`src/rtl/ext_stream_pkg.sv`:
```
// Shared types for the external streaming front end of the matrix multiplier.
package ext_stream_pkg;

    typedef enum logic [1:0] {IDLE, LOAD_W, COMPUTE, DRAIN} state_e;

    // A counter for n beats needs at least one bit, even when n is 1.
    function automatic int cnt_w(input int n);
        return (n <= 1) ? 1 : $clog2(n);
    endfunction

endpackage

```
`src/rtl/ext_stream_ctrl_if.sv`:
```
// Host-side streaming channels: weight rows in, input vectors in, result vectors out.
interface ext_stream_ctrl_if #(
    parameter int WIDTH = 8,
    parameter int ROW   = 4,
    parameter int COL   = 4
);
    logic                 w_valid_i;
    logic                 w_ready_o;
    logic [COL*WIDTH-1:0] w_data_i;
    logic                 in_valid_i;
    logic                 in_ready_o;
    logic [ROW*WIDTH-1:0] in_data_i;
    logic                 res_valid_o;
    logic                 res_ready_i;
    logic [COL*WIDTH-1:0] res_data_o;
    logic                 res_last_o;

    modport slave (
        input  w_valid_i, w_data_i, in_valid_i, in_data_i, res_ready_i,
        output w_ready_o, in_ready_o, res_valid_o, res_data_o, res_last_o
    );

    modport master (
        output w_valid_i, w_data_i, in_valid_i, in_data_i, res_ready_i,
        input  w_ready_o, in_ready_o, res_valid_o, res_data_o, res_last_o
    );
endinterface

```
`src/rtl/ext_res_fifo.sv`:
```
// Result FIFO with synchronous flush; the head reads as zero while empty.
module ext_res_fifo #(
    parameter int WIDTH = 33,
    parameter int DEPTH = 4
) (
    input  logic                   clk_i,
    input  logic                   rstn_i,
    input  logic                   flush,
    input  logic                   push,
    input  logic                   pop,
    input  logic [WIDTH-1:0]       wdata,
    output logic [WIDTH-1:0]       rdata,
    output logic                   full,
    output logic                   empty,
    output logic [$clog2(DEPTH):0] count
);
    localparam int PTR_W = $clog2(DEPTH);

    logic [WIDTH-1:0] mem [DEPTH];
    logic [PTR_W-1:0] wr_ptr, rd_ptr;
    logic             do_push, do_pop;

    assign empty   = (count == '0);
    assign full    = (count == (PTR_W+1)'(DEPTH));
    assign do_pop  = pop && !empty && !flush;
    assign do_push = push && !flush && (!full || do_pop);
    assign rdata   = empty ? '0 : mem[rd_ptr];

    always_ff @(posedge clk_i or negedge rstn_i) begin
        if (!rstn_i) begin
            wr_ptr <= '0;
            rd_ptr <= '0;
            count  <= '0;
        end else if (flush) begin
            wr_ptr <= '0;
            rd_ptr <= '0;
            count  <= '0;
        end else begin
            if (do_push) wr_ptr <= wr_ptr + 1'b1;
            if (do_pop)  rd_ptr <= rd_ptr + 1'b1;
            case ({do_push, do_pop})
                2'b10:   count <= count + 1'b1;
                2'b01:   count <= count - 1'b1;
                default: ;
            endcase
        end
    end

    // NOTE: storage is deliberately not reset; pointers and count define validity,
    // and the empty gate on rdata keeps stale contents off the output.
    always_ff @(posedge clk_i) begin
        if (do_push) mem[wr_ptr] <= wdata;
    end

    // Credits upstream guarantee a free slot for every push.
    a_no_overflow: assert property (@(posedge clk_i) disable iff (!rstn_i || flush)
        !(push && full && !pop));

endmodule

```
`src/rtl/ext_stream_ctrl.sv`:
```
// Streaming front end: loads ROW weight rows, streams input tiles into the systolic
// array, and queues results in a credit-protected FIFO.
module ext_stream_ctrl
    import ext_stream_pkg::*;
#(
    parameter int WIDTH       = 8,
    parameter int ROW         = 4,
    parameter int COL         = 4,
    parameter int OFIFO_DEPTH = 4,
    parameter int RES_LAT     = 1,
    parameter int TILE_W      = 16
) (
    input  logic                 clk_i,
    input  logic                 rstn_i,
    input  logic                 go_i,
    input  logic                 abort_i,
    input  logic [TILE_W-1:0]    cfg_tiles_i,
    ext_stream_ctrl_if.slave     host,
    output logic [COL*WIDTH-1:0] sa_north_o,
    output logic [ROW*WIDTH-1:0] sa_west_o,
    output logic                 sa_load_o,
    output logic                 sa_sum_out_o,
    input  logic [COL*WIDTH-1:0] sa_south_i,
    output logic                 busy_o,
    output logic                 done_o
);
    localparam int BEAT_W = cnt_w(ROW);
    localparam int CNT_W  = $clog2(OFIFO_DEPTH) + 1;

    state_e              state;
    logic [BEAT_W-1:0]   w_cnt, beat_cnt;
    logic [TILE_W-1:0]   tile_cnt, tiles_q, tile_nxt;
    logic [CNT_W-1:0]    reserved, fifo_count;
    logic [CNT_W:0]      occupancy;
    logic [RES_LAT-1:0]  pipe_vld, pipe_last;
    logic                fifo_full, fifo_empty, push, pop;
    logic                first_beat, last_beat, final_tile, credit_ok, w_fire, in_fire;

    // A tile may only start if its result already has a guaranteed FIFO slot.
    assign occupancy  = {1'b0, fifo_count} + {1'b0, reserved};
    assign credit_ok  = !fifo_full && (occupancy < (CNT_W+1)'(OFIFO_DEPTH));
    assign first_beat = (beat_cnt == '0);
    assign last_beat  = (beat_cnt == BEAT_W'(ROW - 1));
    assign tile_nxt   = tile_cnt + 1'b1;
    assign final_tile = (tile_nxt == tiles_q);

    assign host.w_ready_o  = (state == LOAD_W) && !abort_i;
    assign host.in_ready_o = (state == COMPUTE) && !abort_i && (!first_beat || credit_ok);
    assign w_fire          = host.w_ready_o && host.w_valid_i;
    assign in_fire         = host.in_ready_o && host.in_valid_i;

    assign sa_load_o    = w_fire;
    assign sa_north_o   = w_fire ? host.w_data_i : '0;
    assign sa_sum_out_o = in_fire;
    assign sa_west_o    = in_fire ? host.in_data_i : '0;

    assign push             = pipe_vld[RES_LAT-1];
    assign pop              = host.res_valid_o && host.res_ready_i;
    assign host.res_valid_o = !fifo_empty;
    assign busy_o           = (state != IDLE);

    ext_res_fifo #(.WIDTH(COL*WIDTH + 1), .DEPTH(OFIFO_DEPTH)) u_res_fifo (
        .clk_i  (clk_i),
        .rstn_i (rstn_i),
        .flush  (abort_i),
        .push   (push),
        .pop    (pop),
        .wdata  ({pipe_last[RES_LAT-1], sa_south_i}),
        .rdata  ({host.res_last_o, host.res_data_o}),
        .full   (fifo_full),
        .empty  (fifo_empty),
        .count  (fifo_count)
    );

    // NOTE: every register here uses non-blocking assignment so all updates
    // see the same pre-edge values regardless of statement order.
    always_ff @(posedge clk_i or negedge rstn_i) begin
        if (!rstn_i) begin
            state     <= IDLE;
            w_cnt     <= '0;
            beat_cnt  <= '0;
            tile_cnt  <= '0;
            tiles_q   <= '0;
            reserved  <= '0;
            pipe_vld  <= '0;
            pipe_last <= '0;
            done_o    <= 1'b0;
        end else if (abort_i) begin
            state     <= IDLE;
            w_cnt     <= '0;
            beat_cnt  <= '0;
            tile_cnt  <= '0;
            reserved  <= '0;
            pipe_vld  <= '0;
            pipe_last <= '0;
            done_o    <= 1'b0;
        end else begin
            done_o       <= 1'b0;
            pipe_vld[0]  <= in_fire && last_beat;
            pipe_last[0] <= in_fire && last_beat && final_tile;
            for (int i = 1; i < RES_LAT; i++) begin
                pipe_vld[i]  <= pipe_vld[i-1];
                pipe_last[i] <= pipe_last[i-1];
            end

            case ({in_fire && first_beat, push})
                2'b10:   reserved <= reserved + 1'b1;
                2'b01:   reserved <= reserved - 1'b1;
                default: ;
            endcase

            case (state)
                IDLE: begin
                    if (go_i && cfg_tiles_i != '0) begin
                        tiles_q  <= cfg_tiles_i;
                        w_cnt    <= '0;
                        beat_cnt <= '0;
                        tile_cnt <= '0;
                        state    <= LOAD_W;
                    end
                end
                LOAD_W: begin
                    if (w_fire) begin
                        if (w_cnt == BEAT_W'(ROW - 1)) begin
                            w_cnt <= '0;
                            state <= COMPUTE;
                        end else begin
                            w_cnt <= w_cnt + 1'b1;
                        end
                    end
                end
                COMPUTE: begin
                    if (in_fire) begin
                        if (last_beat) begin
                            beat_cnt <= '0;
                            tile_cnt <= tile_nxt;
                            if (final_tile) state <= DRAIN;
                        end else begin
                            beat_cnt <= beat_cnt + 1'b1;
                        end
                    end
                end
                DRAIN: begin
                    if (pipe_vld == '0 && fifo_empty) begin
                        done_o <= 1'b1;
                        state  <= IDLE;
                    end
                end
                default: state <= IDLE;
            endcase
        end
    end

endmodule

```
`src/flat_wrapper.sv`:
```
// flat-port wrapper written by rule: the top's interface ports become plain ports
module ext_stream_ctrl_flat import ext_stream_pkg::*;
#(
    parameter int WIDTH       = 8,
    parameter int ROW         = 4,
    parameter int COL         = 4,
    parameter int OFIFO_DEPTH = 4,
    parameter int RES_LAT     = 1,
    parameter int TILE_W      = 16
)
  (clk_i, rstn_i, go_i, abort_i, cfg_tiles_i, sa_north_o, sa_west_o, sa_load_o, sa_sum_out_o, sa_south_i, busy_o, done_o, host_w_valid_i, host_w_data_i, host_in_valid_i, host_in_data_i, host_res_ready_i, host_w_ready_o, host_in_ready_o, host_res_valid_o, host_res_data_o, host_res_last_o);
  ext_stream_ctrl_if #(.WIDTH(WIDTH), .ROW(ROW), .COL(COL)) host_i ();
  input  logic clk_i;
  input  logic rstn_i;
  input  logic go_i;
  input  logic abort_i;
  input  logic [TILE_W-1:0] cfg_tiles_i;
  output logic [COL*WIDTH-1:0] sa_north_o;
  output logic [ROW*WIDTH-1:0] sa_west_o;
  output logic sa_load_o;
  output logic sa_sum_out_o;
  input  logic [COL*WIDTH-1:0] sa_south_i;
  output logic busy_o;
  output logic done_o;
  input wire logic [$bits(host_i.w_valid_i)-1:0] host_w_valid_i;
  input wire logic [$bits(host_i.w_data_i)-1:0] host_w_data_i;
  input wire logic [$bits(host_i.in_valid_i)-1:0] host_in_valid_i;
  input wire logic [$bits(host_i.in_data_i)-1:0] host_in_data_i;
  input wire logic [$bits(host_i.res_ready_i)-1:0] host_res_ready_i;
  output wire logic [$bits(host_i.w_ready_o)-1:0] host_w_ready_o;
  output wire logic [$bits(host_i.in_ready_o)-1:0] host_in_ready_o;
  output wire logic [$bits(host_i.res_valid_o)-1:0] host_res_valid_o;
  output wire logic [$bits(host_i.res_data_o)-1:0] host_res_data_o;
  output wire logic [$bits(host_i.res_last_o)-1:0] host_res_last_o;
  assign host_i.w_valid_i = host_w_valid_i;
  assign host_i.w_data_i = host_w_data_i;
  assign host_i.in_valid_i = host_in_valid_i;
  assign host_i.in_data_i = host_in_data_i;
  assign host_i.res_ready_i = host_res_ready_i;
  assign host_w_ready_o = host_i.w_ready_o;
  assign host_in_ready_o = host_i.in_ready_o;
  assign host_res_valid_o = host_i.res_valid_o;
  assign host_res_data_o = host_i.res_data_o;
  assign host_res_last_o = host_i.res_last_o;
  ext_stream_ctrl #(.WIDTH(WIDTH), .ROW(ROW), .COL(COL), .OFIFO_DEPTH(OFIFO_DEPTH), .RES_LAT(RES_LAT), .TILE_W(TILE_W)) u_core (.clk_i(clk_i), .rstn_i(rstn_i), .go_i(go_i), .abort_i(abort_i), .cfg_tiles_i(cfg_tiles_i), .host(host_i), .sa_north_o(sa_north_o), .sa_west_o(sa_west_o), .sa_load_o(sa_load_o), .sa_sum_out_o(sa_sum_out_o), .sa_south_i(sa_south_i), .busy_o(busy_o), .done_o(done_o));
endmodule
```
`config.mk`:
```
export PLATFORM = sky130hd
export DESIGN_NAME = ext_stream_ctrl_flat
export DESIGN_NICKNAME = d
export VERILOG_FILES = /design/src/rtl/ext_stream_pkg.sv /design/src/rtl/ext_stream_ctrl_if.sv /design/src/rtl/ext_res_fifo.sv /design/src/rtl/ext_stream_ctrl.sv /design/src/flat_wrapper.sv
export SDC_FILE = /design/constraint.sdc
export NUM_CORES = 1
export LEC_CHECK = 0
export ABC_AREA = 1
export ABC_CLOCK_PERIOD_IN_PS = 2400
export CORE_ASPECT_RATIO = 1.5
export CORE_MARGIN = 10
export CORE_UTILIZATION = 40
export CTS_BUF_LIST = sky130_fd_sc_hd__clkbuf_8
export DETAILED_ROUTE_END_ITERATION = 8
export PLACE_DENSITY_LB_ADDON = 0.05
export SLEW_MARGIN = 20
export SYNTH_ARGS = -nofsm -noshare
export SYNTH_HDL_FRONTEND = slang
export SYNTH_SLANG_ARGS = --single-unit
export TNS_END_PERCENT = 1
```
`constraint.sdc`:
```
create_clock -name clk_i -period 2.4 [get_ports clk_i]
set_input_delay 0.36 -clock clk_i [delete_from_list [all_inputs] [get_ports clk_i]]
set_output_delay 0.36 -clock clk_i [all_outputs]
set_load 0.02 [all_outputs]
```
# [After elaboration in Yosys (flattened, before gate mapping)]
# Memories as Yosys holds them, arrays and structs flattened.
# Index checks and enable logic that the tools add are counted.
[op_classes] add_sub_neg=10 magnitude_cmp=1 n_eq_ne=18 mux=41 bitwise_logic=2 reduce_logical=38
[ops] operator="$mux W16" count=4
[ops] operator="$mux W32" count=2
[ops] operator="$mux W2" count=19
[ops] operator="$mux W33" count=1
[ops] operator="$pmux W16 S2" count=1
[ops] operator="$ne A3 B2 Y1 const B" count=6
[ops] operator="$add A16 B1 Y16 const B" count=1
[ops] operator="$eq A16 B16 Y1" count=1
[ops] operator="$logic_and A1 B1 Y1" count=16
[ops] operator="$reduce_bool A16 Y1" count=1
[ops] operator="$eq A2 B2 Y1 const B" count=6
[ops] operator="$pmux W3 S2" count=2
[ops] operator="$reduce_bool A3 Y1" count=4
[ops] operator="$reduce_and A3 Y1" count=3
[ops] operator="$add A2 B1 Y2 const B" count=4
[ops] operator="$pmux W2 S2" count=2
[ops] operator="$pmux W2 S4" count=1
[ops] operator="$mux W1" count=7
[ops] operator="$reduce_and A7 Y1" count=1
[ops] operator="$add A3 B1 Y3 const B" count=2
[ops] operator="$eq A2 B1 Y1 const B" count=3
[ops] operator="$mux W3" count=2
[ops] operator="$reduce_bool A2 Y1" count=3
[ops] operator="$sub A3 B1 Y3 const B" count=2
[ops] operator="10 further kinds" count=16
[word_totals] ff_bits=51 ramBits=132 output_inout_bits=104 elab_cells=123 memories=1
[memory_table] name="u_core.u_res_fifo.mem" words=4 width=33 read_ports=1 rd_clocked_by_memory_dff=0 wr=1 line_no="ext_res_fifo.sv:19" rtl="logic [WIDTH-1:0] mem [DEPTH];"

# [Longest topological paths before layout]
[depth] word_depth=10 depth_mapped=16 ltp_nobuf=16

# [Modules after synthesis]
# From an unflattened synthesis, not the netlist that was laid out.
[unflattened] cells_unflattened=984 area_unflattened_um2=9054.9
[by_module_without_submodules] mod="ext_res_fifo" instances=1 cells_per_inst=455 area_per_inst_um2=5656.7
[by_module_without_submodules] mod="ext_stream_ctrl" instances=1 cells_per_inst=529 area_per_inst_um2=3398.3

# [Worst setup path after synthesis]
# No wires, ideal clock.
[synth_path] kind="register to register" startpoint="register u_core.u_res_fifo.count[0]" endpoint="memory u_core.u_res_fifo.mem[0][0] (enable)" t_arrival_ns=2.153 required_time_ns=1.977 path_slack_ns=-0.176 path_stages_with_launch=5 path_buffers=0 period_less_slack_ns=2.576 cell_sequence="dfrtp_1 -> inv_2 -> nand3_1 -> o211ai_2 -> nor2_1"
[synth_via] elab_chain_len=9 elab_cells_between_ends=11 classes_between="eq/ne: 1; mux: 2; reduce/logical: 8"
[synth_lines] element="start, declared" line_no="ext_res_fifo.sv:15" rtl="output logic [$clog2(DEPTH):0] count"
[synth_lines] element="start signal, assigned" line_no="ext_res_fifo.sv:42" rtl="2'b10: count <= count + 1'b1;"
[synth_lines] element="start signal, assigned" line_no="ext_res_fifo.sv:43" rtl="2'b01: count <= count - 1'b1;"
[synth_lines] element="$logic_not A3 Y1" line_no="ext_res_fifo.sv:23" rtl="assign empty = (count == '0);"
[synth_lines] element="$logic_not A1 Y1" line_no="ext_res_fifo.sv:25, ext_stream_ctrl.sv:59"
[synth_lines] element="$logic_and A1 B1 Y1" line_no="ext_stream_ctrl.sv:58" rtl="assign pop = host.res_valid_o && host.res_ready_i;"
[synth_lines] element="$logic_and A1 B1 Y1 (2 in a row)" line_no="ext_res_fifo.sv:25" rtl="assign do_pop = pop && !empty && !flush;"
[synth_lines] element="$logic_or A1 B1 Y1 (*)" line_no="ext_res_fifo.sv:26" rtl="assign do_push = push && !flush && (!full || do_pop);"
[synth_lines] element="$logic_and A1 B1 Y1 (*)" line_no="ext_res_fifo.sv:26"
[synth_lines] element="$mux W1 (*)" line_no="ext_res_fifo.sv:52" rtl="if (do_push) mem[wr_ptr] <= wdata;"
[synth_lines] element="$mux W1 (not written as such) (*)" line_no="ext_res_fifo.sv:52"
[synth_lines] element="end, declared" line_no="ext_res_fifo.sv:19"
# Every way passes the cells marked *; elsewhere a longest branch is shown, timed or not.

# [Worst setup path after layout]
[layout_path] startpoint="register u_core.u_res_fifo.count[2]" endpoint="output port sa_west_o[24]"
[layout_via] elab_chain_len=7 elab_cells_between_ends=9 classes_between="add/sub: 1; order compare: 1; eq/ne: 1; mux: 1; reduce/logical: 5"
[layout_lines] element="$add A3 B3 Y4 or $eq A3 B3 Y1 (tied branches)" line_no="ext_stream_ctrl.sv:40, ext_res_fifo.sv:24"
[layout_lines] element="$lt A4 B3 Y1 or $logic_not A1 Y1 (tied branches)" line_no="ext_stream_ctrl.sv:41" rtl="assign credit_ok = !fifo_full && (occupancy < (CNT_W+1)'(OFIFO_DEPTH));"
[layout_lines] element="$logic_and A1 B1 Y1 (*)" line_no="ext_stream_ctrl.sv:41"
[layout_lines] element="$logic_or A1 B1 Y1 (*)" line_no="ext_stream_ctrl.sv:48" rtl="assign host.in_ready_o = (state == COMPUTE) && !abort_i && (!first_beat || credit_ok);"
[layout_lines] element="$logic_and A1 B1 Y1 (*)" line_no="ext_stream_ctrl.sv:48"
[layout_lines] element="$logic_and A1 B1 Y1 (*)" line_no="ext_stream_ctrl.sv:50" rtl="assign in_fire = host.in_ready_o && host.in_valid_i;"
[layout_lines] element="$mux W32 (*)" line_no="ext_stream_ctrl.sv:55" rtl="assign sa_west_o = in_fire ? host.in_data_i : '0;"
[layout_lines] element="end, declared" line_no="flat_wrapper.sv:19" rtl="output logic [ROW*WIDTH-1:0] sa_west_o;"
# Marked as above.

==> results.md <==
- The largest individual stage delay along the critical path comes from the cell sky130_fd_sc_hd__dfrtp_1.
- The worst-case clock skew is around 12 ps.
- The initial antenna violation count is 3.
- Data on the critical path is required at its endpoint by ~2000 ps.
- The max-slew violation total from the final report is 0.
- Dividing the detail-routed via count by the number of cells gives around 4.8.
- The fill cell instance count of the final layout is around 2,000.
- STA classifies the critical path endpoint as an output port.
- The final cell utilization of the core is 0.555.
- The run finished, with violations left.
- The endpoint identified for the worst register-to-register timing path is u_core.reserved[2].
- The share of layout cells above drive strength 1 is 0.195.
- The internal reg-to-reg setup slack is around 30 ps.
- TritonCTS built the clock tree.
- The count of unique library cells instantiated by Yosys is 45.
- In this run the vertical extent of the chip is around 200 µm.
- The gate count after technology mapping is a little under 1,000.
- Port buffering added between 200 and 250 buffers.
- The area growth from synthesis to layout is 37.8%.
- The largest net degree at the start of global routing is 44.
- No sink is reached through more buffers than the 2 on the longest clock path.
- The total count of hold-check failures in the final report was 0.
- The post-synthesis instance area is between 0.008 and 0.009 mm².
- Setup repair after global routing could not meet its margin everywhere.
- The startpoint identified for the worst register-to-register timing path is u_core.u_res_fifo.count[2].
- Of the total synthesized cell area, the portion taken by AND, OR, NAND and NOR gates is 0.203.
- Adding up every negative setup slack in the final design gives -4010 ps.
- The insertion delay of the later-clocked pin in the worst-skew pair is 460 ps.
- The clock transition at the register clock pins on the worst setup and hold paths after CTS is 90 ps.
- For this run, the register share of the synthesized area comes to 0.585.
- The total number of H-tree levels is 4.
- The number of storage elements in the synthesis netlist is around 180.
- The power density relative to cell area is around 750 mW/mm².
- The share of the synthesized area in compound gates (AO/OA/AOI/OAI) is 0.0972.
- The worst hold slack is ~390 ps.
- The number of enable-type register cells in the synthesized netlist is about 130.
- The leftover overflow at the end of global routing is 0.
- The worst setup path is launched from a flip-flop.
- After detailed routing, the number of remaining DRC violations is 0.
- The total setup violations reported at the end of the flow is 33.
- In the synthesized netlist the async set-or-reset flop fraction comes to 0.279.
- The global placer's final weighted congestion is between 0.8 and 0.9.
- The number of cells in the design after placement is about 1,500.
- For this block, the initial DRC count from the detailed router was 343.
- The final reports fail on negative setup slack.
- The critical path is of the reg2out type.
- The share of the synthesized area in the top cell type is 0.443.
- The mux share of post-synthesis cell area is 0.00629.
- Of the total synthesized cell area, the portion taken by full adders, half adders and majority gates is 0.0254.
- STA puts the critical path data arrival time at 2190 ps.
- The count of boundary I/O pins is about 220.
- The delay contributed by the slowest stage of the critical path is about 380 ps.
- The number of cell rows is 67.
- The total power consumption of the routed design is 9.24 mW.
- The wire length of the first global-routing pass is approximately 38,000 µm.
- The TritonCTS buffer count is 17.
- Summed over all cells, the static leakage comes to 5.27 nW.
- The number of nets with antenna violations after detailed routing is 0.
- The final cell count without fillers is between 1,500 and 2,000.
- For the finished layout, the period the worst path requires is 2550 ps.
- The min-delay analysis places its worst path in the category in2async.
- The aggregate routed wire length is ~24,000 µm.
- The pre-CTS setup slack is -267 ps.
- Timing would allow up to roughly 390 MHz.
- After detailed routing, the average wire length per cell comes to about 16 µm.
- A synthesized cell averages just over 9 µm².
- The number of max-cap violations is 0.
- The post-synthesis xor/xnor area fraction is 0.0110.
- Across all setup checks in the final design, the least slack found is -150 ps.
- In this run the tightest slew margin relative to its limit is 0.538.
- Yosys printed 0 warnings.
- CTS saw about 180 sinks.
- At the pin with the least slew margin, the transition time is a little under 700 ps.
- The peak fanout along the critical path is 20.
- The via count of the first global-routing pass is between 7,000 and 8,000.
- The synthesized netlist net count is between 1,000 and 1,500.
- The placed instances occupy a cell area of 0.0120 mm².
- The initial utilization of the core area, before any placement, comes to 0.403.
- The final standard cell area without fillers is ~0.012 mm².
- The dominant synthesized flop cell is sky130_fd_sc_hd__edfxtp_1.
- Walking the worst path, the cells encountered are ha_1 -> nor3_1 -> nand3_1 -> a21oi_2 -> nand2_2 -> buf_12 -> nor2_1 -> buf_4.
- The floorplan die width is roughly 140 µm.
- The region available for standard cell placement spans roughly 0.022 mm².
- Yosys attributes the largest share of cell area to sky130_fd_sc_hd__edfxtp_1, sky130_fd_sc_hd__dfrtp_1, sky130_fd_sc_hd__nor2_1.
- The worst reg-to-reg path cell count is 13.
- The clock root buffer is sky130_fd_sc_hd__clkbuf_8.
- The number of iterations in the first detailed-routing pass is 5.
- Detailed placement ended at an HPWL of ~18,000 µm.
- The final critical-path share of the clock period is 1.06.
- In the global route stage, overall resource usage came out at 0.168.
- Across all layers, the routed design uses just over 7,000 vias.
- After synthesis, the largest family of logic cells by area is simple AND/OR/NAND/NOR gates.
- After the last flow step, the layout net total stands at 1,368.
- The highest ir drop seen on vdd is ~0.5 mV.
- The biggest area contributor in the post-synthesis netlist is sky130_fd_sc_hd__edfxtp_1.
- The overall die area is just under 0.03 mm².
==> critical path, delay by kind of cell (launching register included) <==
kind	cells	cell delay, ps
buf+inv	2	320
simple gates	4	520
compound gates	1	210
fa+ha+maj	1	290
flops	1	380
==> placed cells by master, fill, tap and decap left out, drive strengths merged, types with 2 or more instances in the layout <==
cell type	instances
inv	133
nor2	248
clkinv	12
clkbuf	23
ha	15
o21ai	100
nand3	49
edfxtp	132
clkdlybuf4s15	7
buf	123
nand2	124
mux2	5
o31ai	8
dfrtp	51
xor2	5
a21oi	42
and3	2
nand4	5
fa	2
o21bai	2
dlygate4sd2	22
nor3	5
clkdlybuf4s50	118
==> area by class of cell <==
type,count,area [µm²],area share
multi-input cells,620,3220,0.261
well taps,276,345,0.0280
diodes,1,2.50,0.000203
clock buffers,17,234,0.0190
repair buffers,278,2690,0.218
flip-flops and latches,183,5240,0.425
clock inverters,15,111,0.00903
inverters,132,495,0.0402
==> report_power, final <==
part | total [mW] | internal, mW | leakage [nW] | switching, mW
Sequential | 3.75 | 3.59 | 1.86 | 0.155
Combinational | 3.65 | 1.49 | 3.23 | 2.16
Clock | 1.84 | 0.802 | 0.181 | 1.04
Total | 9.24 | 5.88 | 5.27 | 3.35
==> timing repair <==
item / 4_1_cts / 5_1_grt
setup buffers: 2 / 1
endpoints found under the setup margin: 102 / 110
cloned: 0 / 0
resized for setup: 342 / 90
hold endpoints to repair: 21 / 0
pin swaps: 3 / 4
hold buffers: 1 / 0
==> per-layer routing <==
layer,track usage,part of all wire,vias up
met5,0,0.0013,-
met4,0.0630,0.023,4
met3,0.0510,0.062,35
met2,0.309,0.55,171
met1,0.173,0.37,3379
li1,-,-,3682
==> flip-flops by register name, indices dropped and copies added, names as in the netlist, 3 cells and up <==
register / cells
u_core.u_res_fifo.mem: 132
u_core.tile_cnt: 16
u_core.tiles_q: 16
u_core.reserved: 3
u_core.u_res_fifo.count: 3
==> kinds of logic after synthesis <==
group                    after synthesis
AO/OA/AOI/OAI                        156
XOR/XNOR                               8
adder cells (fa/ha/maj)               17
buffers and inverters                170
flip-flops                           183
multiplexers                           5
AND/OR/NAND/NOR                      434
==> worst max-delay path by stage <==
stage | start | end | slack [ps] | cells past startpoint
global placement | abort_i | sa_north_o[31] | -230 | 8
CTS | u_core.u_res_fifo.count[2] | sa_west_o[2] | -190 | 8
finish | u_core.u_res_fifo.count[2] | sa_west_o[24] | -150 | 8
global route | u_core.u_res_fifo.count[2] | sa_west_o[16] | -280 | 8
detailed placement | abort_i | sa_north_o[31] | -270 | 8
floorplan | u_core.u_res_fifo.count[0] | u_core.u_res_fifo.mem[0][0] | -180 | 4
==> cells in the mapped netlist, types with 2 or more instances <==
cell type	count
sky130_fd_sc_hd__xor2_1	5
sky130_fd_sc_hd__o21ai_1	9
sky130_fd_sc_hd__nand2_1	120
sky130_fd_sc_hd__nand3_2	2
sky130_fd_sc_hd__o21ai_0	90
sky130_fd_sc_hd__o31ai_2	7
sky130_fd_sc_hd__buf_2	3
sky130_fd_sc_hd__nor2_4	3
sky130_fd_sc_hd__nand3_1	46
sky130_fd_sc_hd__nor2_2	2
sky130_fd_sc_hd__mux2_2	5
sky130_fd_sc_hd__nor2_1	242
sky130_fd_sc_hd__a21oi_1	41
sky130_fd_sc_hd__nand4_1	5
sky130_fd_sc_hd__buf_1	9
sky130_fd_sc_hd__inv_2	6
sky130_fd_sc_hd__and3_1	2
sky130_fd_sc_hd__clkinv_1	2
sky130_fd_sc_hd__inv_1	124
sky130_fd_sc_hd__edfxtp_1	132
sky130_fd_sc_hd__nor3_1	3
sky130_fd_sc_hd__ha_1	15
sky130_fd_sc_hd__nand2_2	3
sky130_fd_sc_hd__clkbuf_1	25
sky130_fd_sc_hd__dfrtp_1	51
sky130_fd_sc_hd__fa_1	2
No activity file was read; power rests on OpenSTA's default activity.
